### src/rtl/uart_pkg.sv
// Shared types and helpers for the parametrised UART transmitter.
// Holds the serializer state encoding, the parity selector and the baud divisor.
package uart_pkg;

  typedef enum logic [2:0] {
    IDLE   = 3'd0,
    START  = 3'd1,
    DATA   = 3'd2,
    PARITY = 3'd3,
    STOP   = 3'd4
  } state_e;

  typedef enum logic [1:0] {
    PAR_NONE = 2'b00,
    PAR_EVEN = 2'b01,
    PAR_ODD  = 2'b10
  } parity_e;

  function automatic int clks_per_bit(input int clk_freq, input int baud_rate);
    return clk_freq / baud_rate;
  endfunction

endpackage

### src/rtl/uart_fifo.sv
// Synchronous word FIFO with registered occupancy count.
// Push while full and pop while empty are ignored; pointers wrap modulo DEPTH.
module uart_fifo #(
  parameter int WIDTH = 8,
  parameter int DEPTH = 4
) (
  input  logic                     clk,
  input  logic                     rst,
  input  logic                     push,
  input  logic                     pop,
  input  logic [WIDTH-1:0]         wdata,
  output logic [WIDTH-1:0]         rdata,
  output logic                     full,
  output logic                     empty,
  output logic [$clog2(DEPTH):0]   count
);

  localparam int AW = $clog2(DEPTH);
  localparam int CW = AW + 1;
  localparam logic [CW-1:0] FULL_COUNT = CW'(DEPTH);

  logic [WIDTH-1:0] mem [DEPTH];
  logic [AW-1:0]    wr_ptr;
  logic [AW-1:0]    rd_ptr;
  logic             do_push;
  logic             do_pop;

  assign full    = (count == FULL_COUNT);
  assign empty   = (count == '0);
  assign do_push = push & ~full;
  assign do_pop  = pop & ~empty;
  assign rdata   = mem[rd_ptr];

  // NOTE: storage carries no reset; only the pointers and count define validity,
  // which keeps the array as plain RAM-style flops without a reset tree.
  always_ff @(posedge clk) begin
    if (do_push) begin
      mem[wr_ptr] <= wdata;
    end
  end

  // NOTE: state updates use non-blocking assignments so every register samples
  // pre-edge values, independent of statement order.
  always_ff @(posedge clk) begin
    if (rst) begin
      wr_ptr <= '0;
      rd_ptr <= '0;
      count  <= '0;
    end else begin
      if (do_push) begin
        wr_ptr <= wr_ptr + AW'(1);
      end
      if (do_pop) begin
        rd_ptr <= rd_ptr + AW'(1);
      end
      case ({do_push, do_pop})
        2'b10:   count <= count + CW'(1);
        2'b01:   count <= count - CW'(1);
        default: count <= count;
      endcase
    end
  end

endmodule

### src/rtl/uart_tx_fifo.sv
// UART transmitter with configurable frame (data width, parity, stop bits)
// fed by a valid/ready word FIFO so queued frames go out back to back.
module uart_tx_fifo
  import uart_pkg::*;
#(
  parameter int CLK_FREQ  = 50_000_000,
  parameter int BAUD_RATE = 25_000_000,
  parameter int DATA_BITS = 8,
  parameter int DEPTH     = 4
) (
  input  logic                     clk,
  input  logic                     rst,
  input  logic [DATA_BITS-1:0]     data,
  input  logic                     in_valid,
  output logic                     in_ready,
  input  logic [1:0]               parity_mode,
  input  logic                     two_stop,
  output logic                     tx,
  output logic                     tx_done,
  output logic                     busy,
  output logic [$clog2(DEPTH):0]   fifo_count
);

  localparam int CPB    = clks_per_bit(CLK_FREQ, BAUD_RATE);
  localparam int BAUD_W = (CPB > 1) ? $clog2(CPB) : 1;
  localparam int BIT_W  = $clog2(DATA_BITS);
  localparam logic [BAUD_W-1:0] BAUD_LAST = BAUD_W'(CPB - 1);
  localparam logic [BIT_W-1:0]  BIT_LAST  = BIT_W'(DATA_BITS - 1);

  if (CPB < 1) begin : g_bad_baud
    $error("uart_tx_fifo: CLK_FREQ / BAUD_RATE must be at least 1");
  end
  if (DATA_BITS < 5 || DATA_BITS > 9) begin : g_bad_width
    $error("uart_tx_fifo: DATA_BITS must be in 5..9");
  end
  if (DEPTH < 2 || (DEPTH & (DEPTH - 1)) != 0) begin : g_bad_depth
    $error("uart_tx_fifo: DEPTH must be a power of 2 and at least 2");
  end

  state_e                 state;
  logic [BAUD_W-1:0]      baud_cnt;
  logic [BIT_W-1:0]       bit_cnt;
  logic [DATA_BITS-1:0]   shift;
  logic [DATA_BITS-1:0]   fifo_rdata;
  logic                   par_en;
  logic                   par_bit;
  logic                   two_stop_q;
  logic                   stop_second;
  logic                   fifo_full;
  logic                   fifo_empty;
  logic                   push;
  logic                   pop;
  logic                   baud_last;
  logic                   stop_end;

  // in_ready comes straight from the registered count, never from this cycle's pop.
  assign in_ready  = ~fifo_full;
  assign push      = in_valid & in_ready;
  assign baud_last = (baud_cnt == BAUD_LAST);
  assign stop_end  = (state == STOP) && baud_last && (!two_stop_q || stop_second);
  assign pop       = ~fifo_empty && ((state == IDLE) || stop_end);

  uart_fifo #(
    .WIDTH (DATA_BITS),
    .DEPTH (DEPTH)
  ) u_fifo (
    .clk   (clk),
    .rst   (rst),
    .push  (push),
    .pop   (pop),
    .wdata (data),
    .rdata (fifo_rdata),
    .full  (fifo_full),
    .empty (fifo_empty),
    .count (fifo_count)
  );

  always_ff @(posedge clk) begin
    if (rst) begin
      state       <= IDLE;
      baud_cnt    <= '0;
      bit_cnt     <= '0;
      shift       <= '0;
      par_en      <= 1'b0;
      par_bit     <= 1'b0;
      two_stop_q  <= 1'b0;
      stop_second <= 1'b0;
      tx          <= 1'b1;
      tx_done     <= 1'b0;
      busy        <= 1'b0;
    end else begin
      tx_done <= 1'b0;

      if (state == IDLE || baud_last) begin
        baud_cnt <= '0;
      end else begin
        baud_cnt <= baud_cnt + BAUD_W'(1);
      end

      case (state)
        IDLE: begin
        end
        START: begin
          if (baud_last) begin
            state   <= DATA;
            tx      <= shift[0];
            bit_cnt <= '0;
          end
        end
        DATA: begin
          if (baud_last) begin
            if (bit_cnt == BIT_LAST) begin
              state <= par_en ? PARITY : STOP;
              tx    <= par_en ? par_bit : 1'b1;
            end else begin
              shift   <= shift >> 1;
              tx      <= shift[1];
              bit_cnt <= bit_cnt + BIT_W'(1);
            end
          end
        end
        PARITY: begin
          if (baud_last) begin
            state <= STOP;
            tx    <= 1'b1;
          end
        end
        STOP: begin
          if (baud_last) begin
            if (two_stop_q && !stop_second) begin
              stop_second <= 1'b1;
            end else begin
              tx_done <= 1'b1;
              state   <= IDLE;
              busy    <= 1'b0;
            end
          end
        end
        default: state <= IDLE;
      endcase

      // A pop loads the next frame and overrides the STOP->IDLE return above,
      // so queued words follow the stop bit with no idle cycle.
      if (pop) begin
        state       <= START;
        tx          <= 1'b0;
        busy        <= 1'b1;
        shift       <= fifo_rdata;
        par_en      <= (parity_mode == PAR_EVEN) || (parity_mode == PAR_ODD);
        par_bit     <= (^fifo_rdata) ^ (parity_mode == PAR_ODD);
        two_stop_q  <= two_stop;
        stop_second <= 1'b0;
      end
    end
  end

endmodule

### config.mk
export PLATFORM = sky130hd
export DESIGN_NAME = uart_tx_fifo
export DESIGN_NICKNAME = d
export VERILOG_FILES = /design/src/rtl/uart_pkg.sv /design/src/rtl/uart_fifo.sv /design/src/rtl/uart_tx_fifo.sv
export SDC_FILE = /design/constraint.sdc
export NUM_CORES = 1
export LEC_CHECK = 0
export ABC_AREA = 1
export ABC_CLOCK_PERIOD_IN_PS = 3000
export CAP_MARGIN = 20
export CORE_MARGIN = 3
export CORE_UTILIZATION = 35
export DETAILED_ROUTE_END_ITERATION = 8
export HOLD_SLACK_MARGIN = 0.05
export SLEW_MARGIN = 20
export SYNTH_ARGS = -nofsm -noshare
export SYNTH_HDL_FRONTEND = slang
export SYNTH_SLANG_ARGS = --single-unit
### constraint.sdc
create_clock -name clk -period 3 [get_ports clk]
set_input_delay 0.9 -clock clk [delete_from_list [all_inputs] [get_ports clk]]
set_output_delay 0.9 -clock clk [all_outputs]
set_load 0.02 [all_outputs]
==> results.toml <==
[clock_network]
cts.htree.levels = 3
cts_root_buffer = "sky130_fd_sc_hd__clkbuf_8"
number_of_setup_buffers_added_after_cts = 0
post_cts_resized = 0
cts_hold_repair.buffers = 0
cts-buffers-inserted = 9
tritoncts = "done"
clock_tree_buffer_depth = 2
clock-sinks = 63
clk_transition_reported_paths_ns = 0.08
skew_pair_late_insertion_delay_ns = 0.34

[placed_design]
gp_congestion = 0.7924
postPlaceCellArea_um2 = 3457
post_detailed_placement_half_perimeter_wirelength_mm = 4.380
numPortBuffers = 20
placedCellCount = 495

[sta]
slew_headroom_pct = 72.54
setup_total_negative_slack_ns = 0
final_max_slew_viol_count = 0
worstMarginPinSlew_ns = 0.4115
max_freq_mhz = 409.7
report.final.hold_viol_count = 0
layout_worst_path_cycle_share_pct = 81.36
final.min_clock_period_ns = 2.441
rsz0062_at_grt = "no"
final.setup_skew_ns = 0.01272
setup_viol_count_final = 0

[final_layout]
layout.cell_area.non_filler_um2 = 3701
multiInputGateArea_um2 = 1344
layout.cells.most_common = "sky130_fd_sc_hd__nand2_1"
register_area_um2 = 1582
antennaDiodeCount = 0
finish.net_count = 421
finalNonFillerCells = 511
drive_above_1_share_pct = 15.14
final_cell_mix = "sky130_fd_sc_hd__nand2_1, sky130_fd_sc_hd__edfxtp_1, sky130_fd_sc_hd__dfxtp_1"
fill_cells = 891
synth_to_layout_area_growth_pct = 17.19
fin_util_pct = 42.23

[run]
drv_cap = 0

[critical_path]
crit_required_ns = 2.10
timing.setup.critical_path_class = "reg2out"
reg2regPathDepth = 13
worst_setup_path_start_kind = "flop"
worstPathArrival_ns = 1.54
timing.critical_path.to_type = "output pin"
timing.critical_path.fanout_max = 4

[global_route]
gr-total-overflow = 0
grt_first_pass_wirelength_mm = 10.38
grt_max_degree = 18
track_usage_pct = 13.10
grt_pass1_vias = 2289
grt_antenna_before_repair = 0

[synthesis]
yosys.cell_types.count = 34
mappedNetlistArea_um2 = 3158
synth.area.mux_share_pct = 0
yosys.area_share.adder_pct = 3.803
seq_area_frac_synth_pct = 50.08
synth_top_cell_area_share_pct = 30.43
synth_area_per_cell_um2 = 8.535
yosys_register_bits = 63
synth_area_leaders = "sky130_fd_sc_hd__edfxtp_1, sky130_fd_sc_hd__dfxtp_1, sky130_fd_sc_hd__nand2_1"
yosysWarnings = 0
synth_simple_gate_area_share_pct = 31.18
synthXorXnorAreaFrac_pct = 0
synth_top_family_by_area = "simple AND/OR/NAND/NOR gates"
netlist.top_cell.by_area = "sky130_fd_sc_hd__edfxtp_1"
synth_area_in_compound_gates_pct = 7.567
syn-num-nets = 393
syn_inst_count = 370

[power]
power_leakage_nw = 1.570
cellPowerDensity_nw_per_um2 = 932.4
vdd_ir_drop_max_uv = 321.7
total_power_mw = 3.451

[floorplanning]
start_util_pct = 36.04
placement_rows = 34
die-height_um = 101.0
die-area_um2 = 10200
placeableCoreArea_um2 = 8763
chipWidth_um = 101.0
boundaryPins = 21

[detailed_routing]
final_antenna_net_count = 0
detailroute.via_count = 2409
dr.first_iter.drc_count = 120
route.detailed.vias_per_inst = 4.714
drt-wirelength-per-cell_um = 11.88
dr.pass1.iters = 4
detail_route.drc_violations = 0
drt-total-wl_mm = 6.070

[worst_hold_path]
min_delay_path_depth = 2
hp-class = "reg2reg"

[run_status]
outcome = "completed"
==> sequential cells by signal, summed over array words and instances (netlist names), named ones only <==
signal,cells
shift,8
stop_second,1
u_fifo.mem,32
u_fifo.count,3
tx,1
bit_cnt,3
two_stop_q,1
baud_cnt,1
par_en,1
busy,1
tx_done,1
u_fifo.wr_ptr,2
par_bit,1
state,3
u_fifo.rd_ptr,2
==> per-layer routing <==
| metal | vias up | GRT usage, % | routed length (um) |
|---|---|---|---|
| li1 | 1265 | - | - |
| met1 | 1101 | 15.94 | 2897 |
| met2 | 35 | 20.91 | 2899 |
| met3 | 8 | 4.360 | 182 |
| met4 | 0 | 6.135 | 91 |
| met5 | - | 0 | 0 |
==> worst max-delay path, stage by stage (launching register included) <==
cell,delay [ns]
sky130_fd_sc_hd__dfxtp_1,0.39
sky130_fd_sc_hd__inv_1,0.10
sky130_fd_sc_hd__nand3_1,0.10
sky130_fd_sc_hd__clkdlybuf4s50_1,0.60
==> area by class of cell <==
type	instances	area share [%]
Clock inverter	4	1.521
Inverter	33	3.685
Clock buffer	12	5.071
Sequential cell	63	42.73
Multi-Input combinational cell	263	36.31
Tap cell	108	3.651
Timing Repair Buffer	28	7.032
==> report_power, final <==
group / switching [mW] / internal (mW)
Combinational: 0.898 / 0.486
Clock: 0.352 / 0.513
Sequential: 0.118 / 1.08
==> logic make-up (layout without fill, tap and decap cells) <==
logic type               count (synthesis)  after routing
buffers and inverters                   44             77
adder cells (fa/ha/maj)                  9              9
AO/OA/AOI/OAI                           43             43
flip-flops                              63             63
AND/OR/NAND/NOR                        211            211
==> final timing paths <==
check,startpoint,slack (ns),to
setup / recovery,u_fifo.count[0]$_SDFFE_PP0P_,0.56,in_ready
hold / removal,stop_second$_SDFFE_PP0P_,0.46,stop_second$_SDFFE_PP0P_
setup reg to reg,state[0]$_SDFFE_PP0P_,0.71,u_fifo.count[2]$_SDFFE_PP0P_
hold reg to reg,stop_second$_SDFFE_PP0P_,0.46,stop_second$_SDFFE_PP0P_
==> Yosys cell counts (all sizes together) <==
cell type	number
a21oi	20
a221oi	1
a31oi	7
and3	1
buf	9
clkbuf	2
dfxtp	31
edfxtp	32
fa	1
ha	8
inv	33
nand2	163
nand3	29
nand4	1
nor2	14
nor3	3
o211ai	1
o21ai	11
o21bai	2
o221ai	1
==> through the flow <==
stage | setup WS [ns] | hold slack, ns
after detailed placement | 0.3519 | 0.4496
after floorplan | 0.8148 | 0.4301
after CTS | 0.5282 | 0.4601
after global routing | 0.4616 | 0.4693
final | 0.5591 | 0.4577
after global placement | 0.4089 | 0.4476
Power figures use the tool's default switching activity.
